File: config.mk
export PLATFORM = sky130hd
export DESIGN_NAME = pipe_scheduler
export DESIGN_NICKNAME = d
export VERILOG_FILES = /design/src/rtl/flappy_pkg.sv /design/src/rtl/pipe_scheduler_lfsr16.sv /design/src/rtl/pipe_scheduler.sv
export SDC_FILE = /design/constraint.sdc
export NUM_CORES = 1
export LEC_CHECK = 0
export CAP_MARGIN = 20
export CORE_ASPECT_RATIO = 0.6
export CORE_MARGIN = 2
export CORE_UTILIZATION = 50
export CTS_CLUSTER_DIAMETER = 150
export DETAILED_ROUTE_END_ITERATION = 10
export GPL_ROUTABILITY_DRIVEN = 0
export PLACE_DENSITY = 0.77
export SYNTH_ARGS = -nofsm -noshare
export SYNTH_HDL_FRONTEND = slang
export SYNTH_HIERARCHICAL = 1
export SYNTH_SLANG_ARGS = --single-unit
File: constraint.sdc
create_clock -name clk -period 8.5 [get_ports clk]
set_input_delay 1.7 -clock clk [delete_from_list [all_inputs] [get_ports clk]]
set_output_delay 1.7 -clock clk [all_outputs]
set_load 0.005 [all_outputs]
File: src/rtl/flappy_pkg.sv
`default_nettype none
// +----------------------------------------------------------------------+
// | flappy_pkg                                                           |
// | Shared types, field offsets and layout constants for the pipe and    |
// | coin scheduler.                                                      |
// | Revision: 1.0                                                        |
// +----------------------------------------------------------------------+
package flappy_pkg;

  // Scheduler control states
  typedef enum logic [1:0] {
    ST_IDLE = 2'd0,
    ST_INIT = 2'd1,
    ST_RUN  = 2'd2,
    ST_HOLD = 2'd3
  } sched_state_t;

  // Pipe word layout: [9:0] top height, [19:10] x, [27:20] gap, [31:28] zero
  localparam int PIPE_H_LSB   = 0;
  localparam int PIPE_X_LSB   = 10;
  localparam int PIPE_GAP_LSB = 20;

  // Coin word layout: [9:0] x, [19:10] y, [30:20] zero, [31] visible
  localparam int COIN_X_LSB   = 0;
  localparam int COIN_Y_LSB   = 10;
  localparam int COIN_VIS_BIT = 31;

  // Layout constants
  localparam logic [9:0]  H_BASE    = 10'd60;
  localparam logic [9:0]  H_LIMIT   = 10'd440;
  localparam logic [9:0]  X_START   = 10'd448;
  localparam logic [15:0] LFSR_SEED = 16'hACE1;

  // Top-pipe height from a random byte; the opening must end by H_LIMIT
  function automatic logic [9:0] new_height(input logic [7:0] rnd,
                                            input logic [7:0] gap);
    logic [9:0] h;
    h = H_BASE + {2'b00, rnd};
    if ((h + {2'b00, gap}) > H_LIMIT) begin
      h = H_LIMIT - {2'b00, gap};
    end
    return h;
  endfunction

  function automatic logic [31:0] pack_pipe(input logic [9:0] h,
                                            input logic [9:0] x,
                                            input logic [7:0] gap);
    logic [31:0] word;
    word = '0;
    word[PIPE_H_LSB +: 10]  = h;
    word[PIPE_X_LSB +: 10]  = x;
    word[PIPE_GAP_LSB +: 8] = gap;
    return word;
  endfunction

  function automatic logic [31:0] pack_coin(input logic [9:0] x,
                                            input logic [9:0] y,
                                            input logic       vis);
    logic [31:0] word;
    word = '0;
    word[COIN_X_LSB +: 10] = x;
    word[COIN_Y_LSB +: 10] = y;
    word[COIN_VIS_BIT]     = vis;
    return word;
  endfunction

endpackage
`default_nettype wire

File: src/rtl/pipe_scheduler_lfsr16.sv
`default_nettype none
// +----------------------------------------------------------------------+
// | lfsr16                                                               |
// | Free-running 16-bit LFSR, taps 16,14,13,11, right-shifting.          |
// | A non-zero seed keeps it off the all-zero lock-up state.             |
// | Revision: 1.0                                                        |
// +----------------------------------------------------------------------+
module lfsr16
  import flappy_pkg::*;
#(
  parameter logic [15:0] SEED = LFSR_SEED
) (
  input  logic        clk,
  input  logic        rst,
  output logic [15:0] q
);

  logic w_fb;

  assign w_fb = q[0] ^ q[2] ^ q[3] ^ q[5];

  // Advance every clock regardless of scheduler state
  always_ff @(posedge clk or posedge rst) begin
    if (rst) begin
      q <= SEED;
    end else begin
      q <= {w_fb, q[15:1]};
    end
  end

endmodule
`default_nettype wire

File: src/rtl/pipe_scheduler.sv
`default_nettype none
// +----------------------------------------------------------------------+
// | pipe_scheduler                                                       |
// | Three-slot scrolling pipe layout with coin spawning and score pulse. |
// | Revision: 1.0                                                        |
// +----------------------------------------------------------------------+
module pipe_scheduler
  import flappy_pkg::*;
#(
  parameter int STEP    = 2,
  parameter int SPACING = 224,
  parameter int PIPE_W  = 50,
  parameter int BIRD_X  = 70
) (
  input  logic        clk,
  input  logic        rst,
  input  logic        start,
  input  logic        run,
  input  logic        frame_tick,
  input  logic [7:0]  gap_cfg,
  input  logic        coin_taken,
  output logic [31:0] pipe_1,
  output logic [31:0] pipe_2,
  output logic [31:0] pipe_3,
  output logic [31:0] coin,
  output logic        score_tick
);

  localparam int          NUM_SLOTS = 3;
  localparam logic [9:0]  c_step    = 10'(STEP);
  localparam logic [9:0]  c_wrap    = 10'(3 * SPACING - STEP);
  localparam logic [10:0] c_pipe_w  = 11'(PIPE_W);
  localparam logic [10:0] c_bird_x  = 11'(BIRD_X);
  localparam logic [9:0]  c_coin_dx = 10'd17;
  localparam logic [9:0]  c_coin_dy = 10'd8;

  sched_state_t r_state;
  sched_state_t w_next_state;
  logic [1:0]   r_init_cnt;

  logic [15:0]  w_lfsr;
  logic         w_unused_lfsr;

  logic [NUM_SLOTS-1:0][9:0] r_x;
  logic [NUM_SLOTS-1:0][9:0] r_h;
  logic [NUM_SLOTS-1:0][7:0] r_gap;
  logic [NUM_SLOTS-1:0][9:0] w_next_x;
  logic [NUM_SLOTS-1:0]      w_due;
  logic [NUM_SLOTS-1:0]      w_pick;
  logic [NUM_SLOTS-1:0]      w_cross;

  logic [9:0] r_coin_x;
  logic [9:0] r_coin_y;
  logic       r_coin_vis;
  logic       r_score;

  logic       w_advance;
  logic       w_recycle;
  logic [9:0] w_new_h;
  logic [9:0] w_spawn_x;

  lfsr16 #(
    .SEED (LFSR_SEED)
  ) u_lfsr (
    .clk (clk),
    .rst (rst),
    .q   (w_lfsr)
  );

  // Only the low nine LFSR bits feed the layout
  assign w_unused_lfsr = &{1'b0, w_lfsr[15:9]};

  assign w_new_h   = new_height(w_lfsr[7:0], gap_cfg);
  assign w_advance = (r_state == ST_RUN) && frame_tick && !start;

  // A slot is due for recycling once another step would underflow it;
  // only the lowest-index due slot recycles this frame
  assign w_due[0]  = (r_x[0] < c_step);
  assign w_due[1]  = (r_x[1] < c_step);
  assign w_due[2]  = (r_x[2] < c_step);
  assign w_pick[0] = w_due[0];
  assign w_pick[1] = w_due[1] & ~w_due[0];
  assign w_pick[2] = w_due[2] & ~w_due[1] & ~w_due[0];
  assign w_recycle = |w_pick;

  // Next-state selection; start overrides everything
  always_comb begin
    w_next_state = r_state;
    if (start) begin
      w_next_state = ST_INIT;
    end else begin
      case (r_state)
        ST_IDLE: w_next_state = ST_IDLE;
        ST_INIT: if (r_init_cnt == 2'd2) w_next_state = ST_RUN;
        ST_RUN:  if (!run) w_next_state = ST_HOLD;
        ST_HOLD: if (run) w_next_state = ST_RUN;
        default: w_next_state = ST_IDLE;
      endcase
    end
  end

  // Per-slot next x on a frame and the pipe-clears-bird detection
  always_comb begin
    w_next_x  = r_x;
    w_cross   = '0;
    w_spawn_x = '0;
    for (int k = 0; k < NUM_SLOTS; k++) begin
      if (w_pick[k]) begin
        w_next_x[k] = r_x[k] + c_wrap;
        w_spawn_x   = r_x[k] + c_wrap + c_coin_dx;
      end else if (w_due[k]) begin
        // Waiting behind a lower slot: park until the next frame
        w_next_x[k] = r_x[k];
      end else begin
        w_next_x[k] = r_x[k] - c_step;
      end
      w_cross[k] = (({1'b0, r_x[k]} + c_pipe_w) >= c_bird_x) &&
                   (({1'b0, w_next_x[k]} + c_pipe_w) < c_bird_x);
    end
  end

  // State register and the INIT slot counter
  always_ff @(posedge clk or posedge rst) begin
    if (rst) begin
      r_state    <= ST_IDLE;
      r_init_cnt <= 2'd0;
    end else begin
      r_state <= w_next_state;
      if (start) begin
        r_init_cnt <= 2'd0;
      end else if (r_state == ST_INIT) begin
        r_init_cnt <= r_init_cnt + 2'd1;
      end
    end
  end

  // Slot registers: one slot loaded per INIT cycle, then scrolled per frame
  always_ff @(posedge clk or posedge rst) begin
    if (rst) begin
      r_x   <= '0;
      r_h   <= '0;
      r_gap <= '0;
    end else if (!start) begin
      if (r_state == ST_INIT) begin
        for (int k = 0; k < NUM_SLOTS; k++) begin
          if (r_init_cnt == 2'(k)) begin
            r_x[k]   <= 10'(int'(X_START) + k * SPACING);
            r_h[k]   <= w_new_h;
            r_gap[k] <= gap_cfg;
          end
        end
      end else if (w_advance) begin
        for (int k = 0; k < NUM_SLOTS; k++) begin
          r_x[k] <= w_next_x[k];
          if (w_pick[k]) begin
            r_h[k]   <= w_new_h;
            r_gap[k] <= gap_cfg;
          end
        end
      end
    end
  end

  // Single-cycle score pulse; several crossings in one frame count once
  always_ff @(posedge clk or posedge rst) begin
    if (rst) begin
      r_score <= 1'b0;
    end else begin
      r_score <= w_advance && (|w_cross);
    end
  end

  // Coin: spawned by a recycle (beats a same-cycle pickup), scrolls with pipes
  always_ff @(posedge clk or posedge rst) begin
    if (rst) begin
      r_coin_x   <= '0;
      r_coin_y   <= '0;
      r_coin_vis <= 1'b0;
    end else if (!start && (r_state == ST_INIT)) begin
      r_coin_x   <= '0;
      r_coin_y   <= '0;
      r_coin_vis <= 1'b0;
    end else if (w_advance && w_recycle) begin
      r_coin_x   <= w_spawn_x;
      r_coin_y   <= w_new_h + {3'b000, gap_cfg[7:1]} - c_coin_dy;
      r_coin_vis <= w_lfsr[8];
    end else begin
      if (w_advance) begin
        if (r_coin_x < c_step) begin
          r_coin_vis <= 1'b0;
        end else begin
          r_coin_x <= r_coin_x - c_step;
        end
      end
      if (coin_taken) begin
        r_coin_vis <= 1'b0;
      end
    end
  end

  assign pipe_1     = pack_pipe(r_h[0], r_x[0], r_gap[0]);
  assign pipe_2     = pack_pipe(r_h[1], r_x[1], r_gap[1]);
  assign pipe_3     = pack_pipe(r_h[2], r_x[2], r_gap[2]);
  assign coin       = pack_coin(r_coin_x, r_coin_y, r_coin_vis);
  assign score_tick = r_score;

endmodule
`default_nettype wire

==> out/metrics.yaml <==
grt:
  grt_pass1_vias: 5574
  grt_pass1_wl_um: 30900
  grtUsageTotal_pct: 24.8
  antenna_found_initial: 0
  grt_max_degree: 65
  gr-total-overflow: 0
clock_tree:
  insertion_delay_ns: 0.42
  cts_hold_buf: 0
  cts_buffers: 17
  clock-sinks: 120
  clkTransAtPathRegs_ns: 0.06
  cts_root_buf: "clkbuf_16"
  ctsLongestPathBuffers: 2
  h-tree-depth: 4
  post_cts_buffers: 0
  cts_tree: "built"
  post_cts_resize_count: 0
timing:
  drv_slew: 0
  finalClockSkew_ns: 0.0118
  rsz0062_at_grt: "false"
  tightest_slew_ns: 0.981
  slew_headroom_pct: 34.6
  whs_ns: 0.347
  tns_ns: 0
  hold_viol_final: 0
  period_share_pct: 75.9
  fmax_mhz: 155
  fin_crit_ns: 6.45
  setup_viol: 0
drt:
  routed_wl_um: 19100
  drc_errors: 0
  vias_per_cell: 5.62
  wl_per_cell_um: 17.5
  drtPass1Iterations: 5
  drtIter0Drc: 537
  ant_nets: 0
  num_vias: 6136
cells_and_area:
  fill_cells: 1116
  final_cell_count_no_fill: 1092
  final_area_um2: 9080
  area_growth_pct: 23.6
  nets: 939
  drive_above_1_share_pct: 11.8
power:
  p_leak_uw: 0.00394
  power_per_cell_area_nw_per_um2: 271
  total_power_uw: 2460
  ir_drop_mv: 0.154
synthesis:
  synth_edf_count: 0
  dominantRegCellSynth: "dfrtp_1"
  yosysTopAreaCell: "dfrtp_1"
  syn_area_um2: 7350
  yosysSeqAreaShare_pct: 41.0
  ys_ff_latch: 120
  yosysWarnings: 6
  synth.distinct_cells: 81
  avgSynthCellArea_um2: 9.45
  yosysTopAreaCellShare_pct: 38.2
  synth_cells: 777
  netlist_top_cells_area: "dfrtp_1 (38%), ha_1 (7.3%), o21ai_0 (5.6%), mux2_2 (4.4%), nand2_1 (3.4%)"
  ys_async_sr_fraction_pct: 100
worst_setup_path:
  crit_required_ns: 8.78
  rrSetupSlack_ns: 3.20
  arrival_ns: 6.73
  worstSetupPathType: "in -> reg"
  startpoint_type: "input port"
  end_kind: "flop"
  setup.worst_path.start: "gap_cfg[0]"
  cp_max_fo: 8
  reg2regPathDepth: 24
  reg2reg_from: "u_lfsr/q[2]"
  reg2reg_to: "r_coin_y[9]"
status:
  status: "completed"
job:
  maxCapViolations: 0
place:
  portBuffers: 113
  place_area_um2: 8490
  dpl.hpwl_um: 13700
  placed_cells: 1058
floorplan:
  ios: 143
  die_area_um2: 15700
  coreArea_um2: 14400
  num_rows: 34
  initial_core_util_pct: 50.9
  die_w_um: 160
  die_h_um: 97.9
hold_path:
  hold_path.class: "reg -> reg"
  whs_path_depth: 0
  hold_end: "u_lfsr/q[8]"
  hp-start: "u_lfsr/q[9]"
## worst max path at each step
stage          cells after the start  slack [ns]     endpoint
6_report                          23        2.05  r_coin_y[9]
5_1_grt                           23        1.77  r_coin_y[9]
4_1_cts                           23        2.11  r_coin_y[9]
3_5_place_dp                      23        1.81  r_coin_y[9]
3_3_place_gp                      23        2.01  r_coin_y[9]
2_1_floorplan                     22        2.76  r_coin_y[9]
## sequential cells by signal, indices dropped and copies added, names as in the netlist, 2 cells and up
name,cells
r_state,2
pipe_2,26
r_coin_y,10
r_coin_x,10
pipe_1,26
r_init_cnt,2
pipe_3,26
u_lfsr/q,16
## report_power, final
group | leakage [µW] | internal (µW) | total, µW | switching (µW)
registers | 0.00149 | 706 | 845 | 139
clock network | 0.000279 | 413 | 713 | 300
logic | 0.00217 | 457 | 904 | 447
total | 0.00394 | 1580 | 2460 | 885
## cells in the mapped netlist, types with 4 or more instances
cell type	number
dfrtp_1	112
o21ai_0	82
nand2_1	66
nor2_1	55
inv_1	48
ha_1	43
a21oi_1	40
buf_4	30
mux2_2	29
nand3_1	21
nor3_1	21
clkbuf_1	20
xnor2_1	17
nand2b_1	11
or3_1	10
xor2_1	10
dfstp_2	8
a31oi_1	7
buf_2	7
mux2i_1	7
o21ai_1	7
o22ai_1	7
o31ai_1	7
a21o_1	6
o21bai_1	5
mux2_4	4
nor2b_1	4
o211ai_1	4
## critical path, stage by stage
cell,delay [ns]
clkdlybuf4s50_1,0.50
ha_1,0.28
fa_1,0.43
a211oi_2,0.31
o31ai_1,0.16
and2_1,0.20
o22ai_1,0.34
o21ai_1,0.20
nand3_4,0.21
mux2i_1,0.36
inv_1,0.08
ha_1,0.28
ha_1,0.17
inv_1,0.06
fa_1,0.41
inv_1,0.08
a21oi_1,0.06
o21bai_1,0.23
a21o_1,0.16
nand2_1,0.07
a21oi_1,0.17
xor2_1,0.16
o21ai_0,0.08
## cells by family (layout without fill, tap and decap cells)
family	count (synthesis)	after routing	synth area share, %
buffers and inverters	110	198	7.58
XOR/XNOR	27	27	3.22
other	1	30	0.0510
AO/OA/AOI/OAI	202	202	17.3
multiplexers	43	43	6.68
flip-flops	120	120	41.0
adder cells (fa/ha/maj)	46	46	8.01
AND/OR/NAND/NOR	228	228	16.2
## cells in the final DEF (no fill, tap or decap), drive strengths merged, types with 4 or more instances in the layout
| cell type | count |
|---|---|
| or4 | 5 |
| o211ai | 4 |
| a21o | 6 |
| nor3 | 23 |
| or3 | 11 |
| nand2b | 11 |
| nand2 | 66 |
| buf | 5 |
| xor2 | 10 |
| xnor2 | 17 |
| a211oi | 5 |
| inv | 58 |
| nor3b | 4 |
| o21ai | 91 |
| dfstp | 8 |
| nor2b | 4 |
| o21bai | 6 |
| o31ai | 7 |
| a21oi | 42 |
| nand3 | 22 |
| mux2i | 7 |
| conb | 29 |
| o22ai | 7 |
| clkbuf | 17 |
| mux2 | 36 |
| ha | 43 |
| a31oi | 8 |
| nor2 | 58 |
| nor4 | 6 |
| dfrtp | 112 |
| clkdlybuf4s50 | 113 |
## final cells by class
class / count / area (µm²) / area share [%]
Multi-Input combinational cell: 575 / 3880 / 42.7
Sequential cell: 120 / 3010 / 33.2
Timing Repair Buffer: 118 / 1180 / 13.0
Clock buffer: 17 / 425 / 4.68
Tap cell: 198 / 248 / 2.73
Inverter: 48 / 183 / 2.01
Clock inverter: 15 / 153 / 1.68
Antenna cell: 1 / 2.50 / 0.0276
## layer usage
layer	GRT usage, %	part of all wire [%]	wire, µm	vias to the layer above
met3	7.35	9.1	1740	13
li1	-	-	-	2903
met1	39.9	51	9700	2965
met2	32.4	39	7520	255
met5	0	0	0	-
met4	4.78	0.69	131	0
## through the flow
step	setup WS [ns]	util, %
after global placement	2.01	58.8
after detailed placement	1.81	58.8
final	2.05	63.0
after CTS	2.11	62.8
after floorplan	2.76	-
after global routing	1.77	63.0
Power figures use the tool's default switching activity.
==> patch 1: new RTL, config.mk and constraints unchanged <==
Set the package constant `COIN_Y_LSB` to 5 (it was 10).
--- a/src/rtl/flappy_pkg.sv
+++ b/src/rtl/flappy_pkg.sv
@@ -22,7 +22,7 @@
 
   // Coin word layout: [9:0] x, [19:10] y, [30:20] zero, [31] visible
   localparam int COIN_X_LSB   = 0;
-  localparam int COIN_Y_LSB   = 10;
+  localparam int COIN_Y_LSB   = 5;
   localparam int COIN_VIS_BIT = 31;
 
   // Layout constants
Function: same outputs for any inputs over 4 cycles, from zero or initial values and one cycle with rst high; that may be too few to reach the edited logic, so the function may still have changed.
==> patch 1 against the unedited design <==
- fmax decreased by 0.74%
- hold slack improved by 0.0028 ns
- critical path depth unchanged
- utilization decreased by 0.46 points
- area after synthesis increased by 1.0%
- sequential cell count unchanged
- power increased by 1.5%
- worst setup slack got worse by 0.048 ns
- cell area decreased by 0.15%
- routed wire length decreased by 0.30%
==> patch 1: results (changes against the unedited design) <==
| Metric | Value |
|---|---|
| DP Worst Slack | `1.74 ns (-0.0692 ns)` |
| Met1 Routed Length | `9.76 mm (+0.69%)` |
| Cells after synthesis | `787 (+1.3%)` |
| Worst Min Path Start | `u_lfsr/q[14]` |
| Skew final | `0.00833 ns (-0.00348 ns)` |
| Seq group | `846 uW (about the same)` |
| Dominant cells by area after synthesis | `dfrtp_1 (38%), ha_1 (7.3%), o21ai_0 (5.5%)` |
| Leakage Power | `3.95 nW (+0.31%)` |
| Tot Pwr | `2.50 mW (+1.5%)` |
| Largest net degree at the start of global routing | `75 (+15%)` |
| Via count | `6113 (-0.37%)` |
| DR WL met2 | `7.75 mm (+3.1%)` |
| WP data arrival | `6.78 ns (+0.05 ns)` |
| FF-to-FF path depth | `23 (-4.2%)` |
| Fillers | `1168 (+4.7%)` |
| Non-filler cells in the finished layout | `1090 (-0.18%)` |
| IO Port Bufs | `108 (-4.4%)` |
| Final nets | `938 (-0.11%)` |
| DR WL met3 | `1.37 mm (-22%)` |
| GRT met3 Usage | `0.0637 (-0.00977)` |
| Diodes inserted | `0 (-1)` |
| Post-CTS setup buffers | `0 (unchanged)` |
| Run status | `finished clean` |
| Layout cells sized above 1 | `0.117 (-0.000989)` |
| Seq/total area | `0.332 (+0.000503)` |
| Nonclk buf count | `112 (-5.1%)` |
| Placed Area | `8450 sq um (-0.37%)` |
| Die area | `15900 sq um (+0.99%)` |
| P_int | `1.63 mW (+3.5%)` |
| DR WL/cell | `17.5 um (-0.12%)` |
| Clock buffers | `18 (+1)` |
| Met2 GRT Util | `0.328 (+0.00455)` |
| H-Tree Depth | `4 (unchanged)` |
| Final WS setup | `2.00 ns (-0.0484 ns)` |
| Sequential share of the synthesized area | `0.406 (-0.00415)` |
| Peak supply drop | `0.151 mV (-1.8%)` |
| DRT iter0 DRCs | `612 (+14%)` |
| Multi-input gate area | `3900 sq um (+0.48%)` |
| Multi-input gates | `580 (+0.87%)` |
| First-pass GRT wire length | `30.5 mm (-1.3%)` |
| Total GRT Usage | `0.244 (-0.00375)` |
| Clock Power Share | `0.298 (+0.008)` |
| HPWL after DPL | `13.7 mm (-0.17%)` |
| Layout clock area frac | `0.0676 (+0.00396)` |
| Buffering overhead | `0.123 (-0.00698)` |
| Seq Cell Count | `120 (unchanged)` |
| Vias in the first global route | `5604 (+0.54%)` |
| GR Util met1 | `0.388 (-0.0108)` |
| DR pass1 iterations | `6 (+1)` |
| Worst Max-Slew Pin Slew | `1.04 ns (+0.0542 ns)` |
-- patch 1: cell count changes after synthesis, sizes merged --
cell	change
buf	+10
-- patch 1: worst min-delay path by stage --
stage	endpoint	slack [ns]	depth (start not counted)
after floorplan	u_lfsr/q[8]	0.33	0
after global routing	u_lfsr/q[10]	0.35	0
after CTS	u_lfsr/q[13]	0.35	0
after detailed placement	u_lfsr/q[13]	0.34	0
final	u_lfsr/q[13]	0.35	0
after global placement	u_lfsr/q[8]	0.33	0
-- patch 1: logic make-up (layout without fill, tap and decap cells) --
| kind of cell | after synthesis | in the layout | share of synthesized area |
|---|---|---|---|
| adders and majority gates | 46 | 46 | 0.0792 |
| AOI/OAI and AO/OA | 202 | 202 | 0.171 |
| xor gates and xnor gates | 27 | 27 | 0.0319 |
| buffers and inverters | 120 | 192 | 0.0851 |
| and+or+nand+nor | 228 | 228 | 0.160 |
| muxes | 43 | 43 | 0.0661 |
| DFF | 120 | 120 | 0.406 |
| other | 1 | 34 | 0.000505 |
==> patch 2: new RTL, same flow settings <==
Made on the original files. Encoding of `sched_state_t`: now one-hot (4 bits for 4 states).
--- a/src/rtl/flappy_pkg.sv
+++ b/src/rtl/flappy_pkg.sv
@@ -8,11 +8,11 @@
 package flappy_pkg;
 
   // Scheduler control states
-  typedef enum logic [1:0] {
-    ST_IDLE = 2'd0,
-    ST_INIT = 2'd1,
-    ST_RUN  = 2'd2,
-    ST_HOLD = 2'd3
+  typedef enum logic [3:0] {
+    ST_IDLE = 4'b0001,
+    ST_INIT = 4'b0010,
+    ST_RUN  = 4'b0100,
+    ST_HOLD = 4'b1000
   } sched_state_t;
 
   // Pipe word layout: [9:0] top height, [19:10] x, [27:20] gap, [31:28] zero
Formal check against the unedited RTL: no difference found for any inputs over 4 cycles, from zero or initial values and one cycle with rst high; so few cycles prove little.
==> patch 2 against the unedited design <==
- register-to-register slack got worse by 1.4 ns
- highest routed layer unchanged
- area after synthesis rose by 6.0%
- worst setup slack got worse by 0.47 ns
- cell area rose by 5.7%
- power fell by 0.83%
- critical path type unchanged
- routed wire length rose by 17%
- sequential cell count rose by 2
- clock power rose by 20%
- largest power group is now the clock network
==> patch 2: results (changes against the unedited design) <==
| Metric | Value |
|---|---|
| Seq group | `797 uW (-5.7%)` |
| WP data arrival | `7.24 ns (+0.51 ns)` |
| Clock Power Share | `0.350 (+0.060)` |
| Final WS setup | `1.58 ns (-0.470 ns)` |
| Vias per inst | `5.98 (+6.4%)` |
| WHS | `0.352 ns (+0.00485 ns)` |
| Cells after synthesis | `907 (+17%)` |
| Routed wire length | `22.4 mm (+17%)` |
| Synth top cells by count | `nand2_1 (119), dfrtp_1 (113), o21ai_0 (104)` |
| Vias in the first global route | `6531 (+17%)` |
| Layout cells sized above 1 | `0.0642 (-0.0534)` |
| Synth cell types | `76 (-6.2%)` |
| DP Worst Slack | `1.23 ns (-0.581 ns)` |
| Dominant cells by area after synthesis | `dfrtp_1 (36%), ha_1 (6.7%), o21ai_0 (6.7%)` |
| Leakage Power | `4.11 nW (+4.4%)` |
| FF-to-FF path depth | `23 (-4.2%)` |
| P_int | `1.65 mW (+4.8%)` |
| Fillers | `1305 (+17%)` |
| Psw | `789 uW (-11%)` |
| Run status | `finished clean` |
| Peak supply drop | `0.142 mV (-7.5%)` |
| Final nets | `1058 (+13%)` |
| Sequential share of the synthesized area | `0.394 (-0.0166)` |
| Non-filler cells in the finished layout | `1216 (+11%)` |
| Largest net degree at the start of global routing | `77 (+18%)` |
| Critical Path Fanout Max | `22 (+14)` |
| Diodes inserted | `0 (-1)` |
| Reg2Reg Setup Slack | `1.76 ns (-1.44 ns)` |
patch 2: cell type report:
class | instances | area, sq um | area share
Multi-Input combinational cell | 688 | 4190 | 0.437
Sequential cell | 122 | 3060 | 0.319
Timing Repair Buffer | 123 | 1230 | 0.128
Clock buffer | 25 | 495 | 0.0516
Tap cell | 203 | 254 | 0.0265
Clock inverter | 7 | 185 | 0.0193
Inverter | 48 | 183 | 0.0190
patch 2: logic make-up after synthesis:
group	share of synthesized area
and+or+nand+nor	0.193
adders and majority gates	0.0739
buffers and inverters	0.0828
muxes	0.00675
AOI/OAI and AO/OA	0.212
xor gates and xnor gates	0.0371
DFF	0.394
other	0.000482
patch 2: layer usage:
layer  vias up  share of wire  global-route usage
met2       408           0.40               0.364
met1      3453           0.47               0.432
li1       3370              -                   -
met3        36           0.12              0.0786
met4         0          0.012              0.0736
met5         -              0                   0
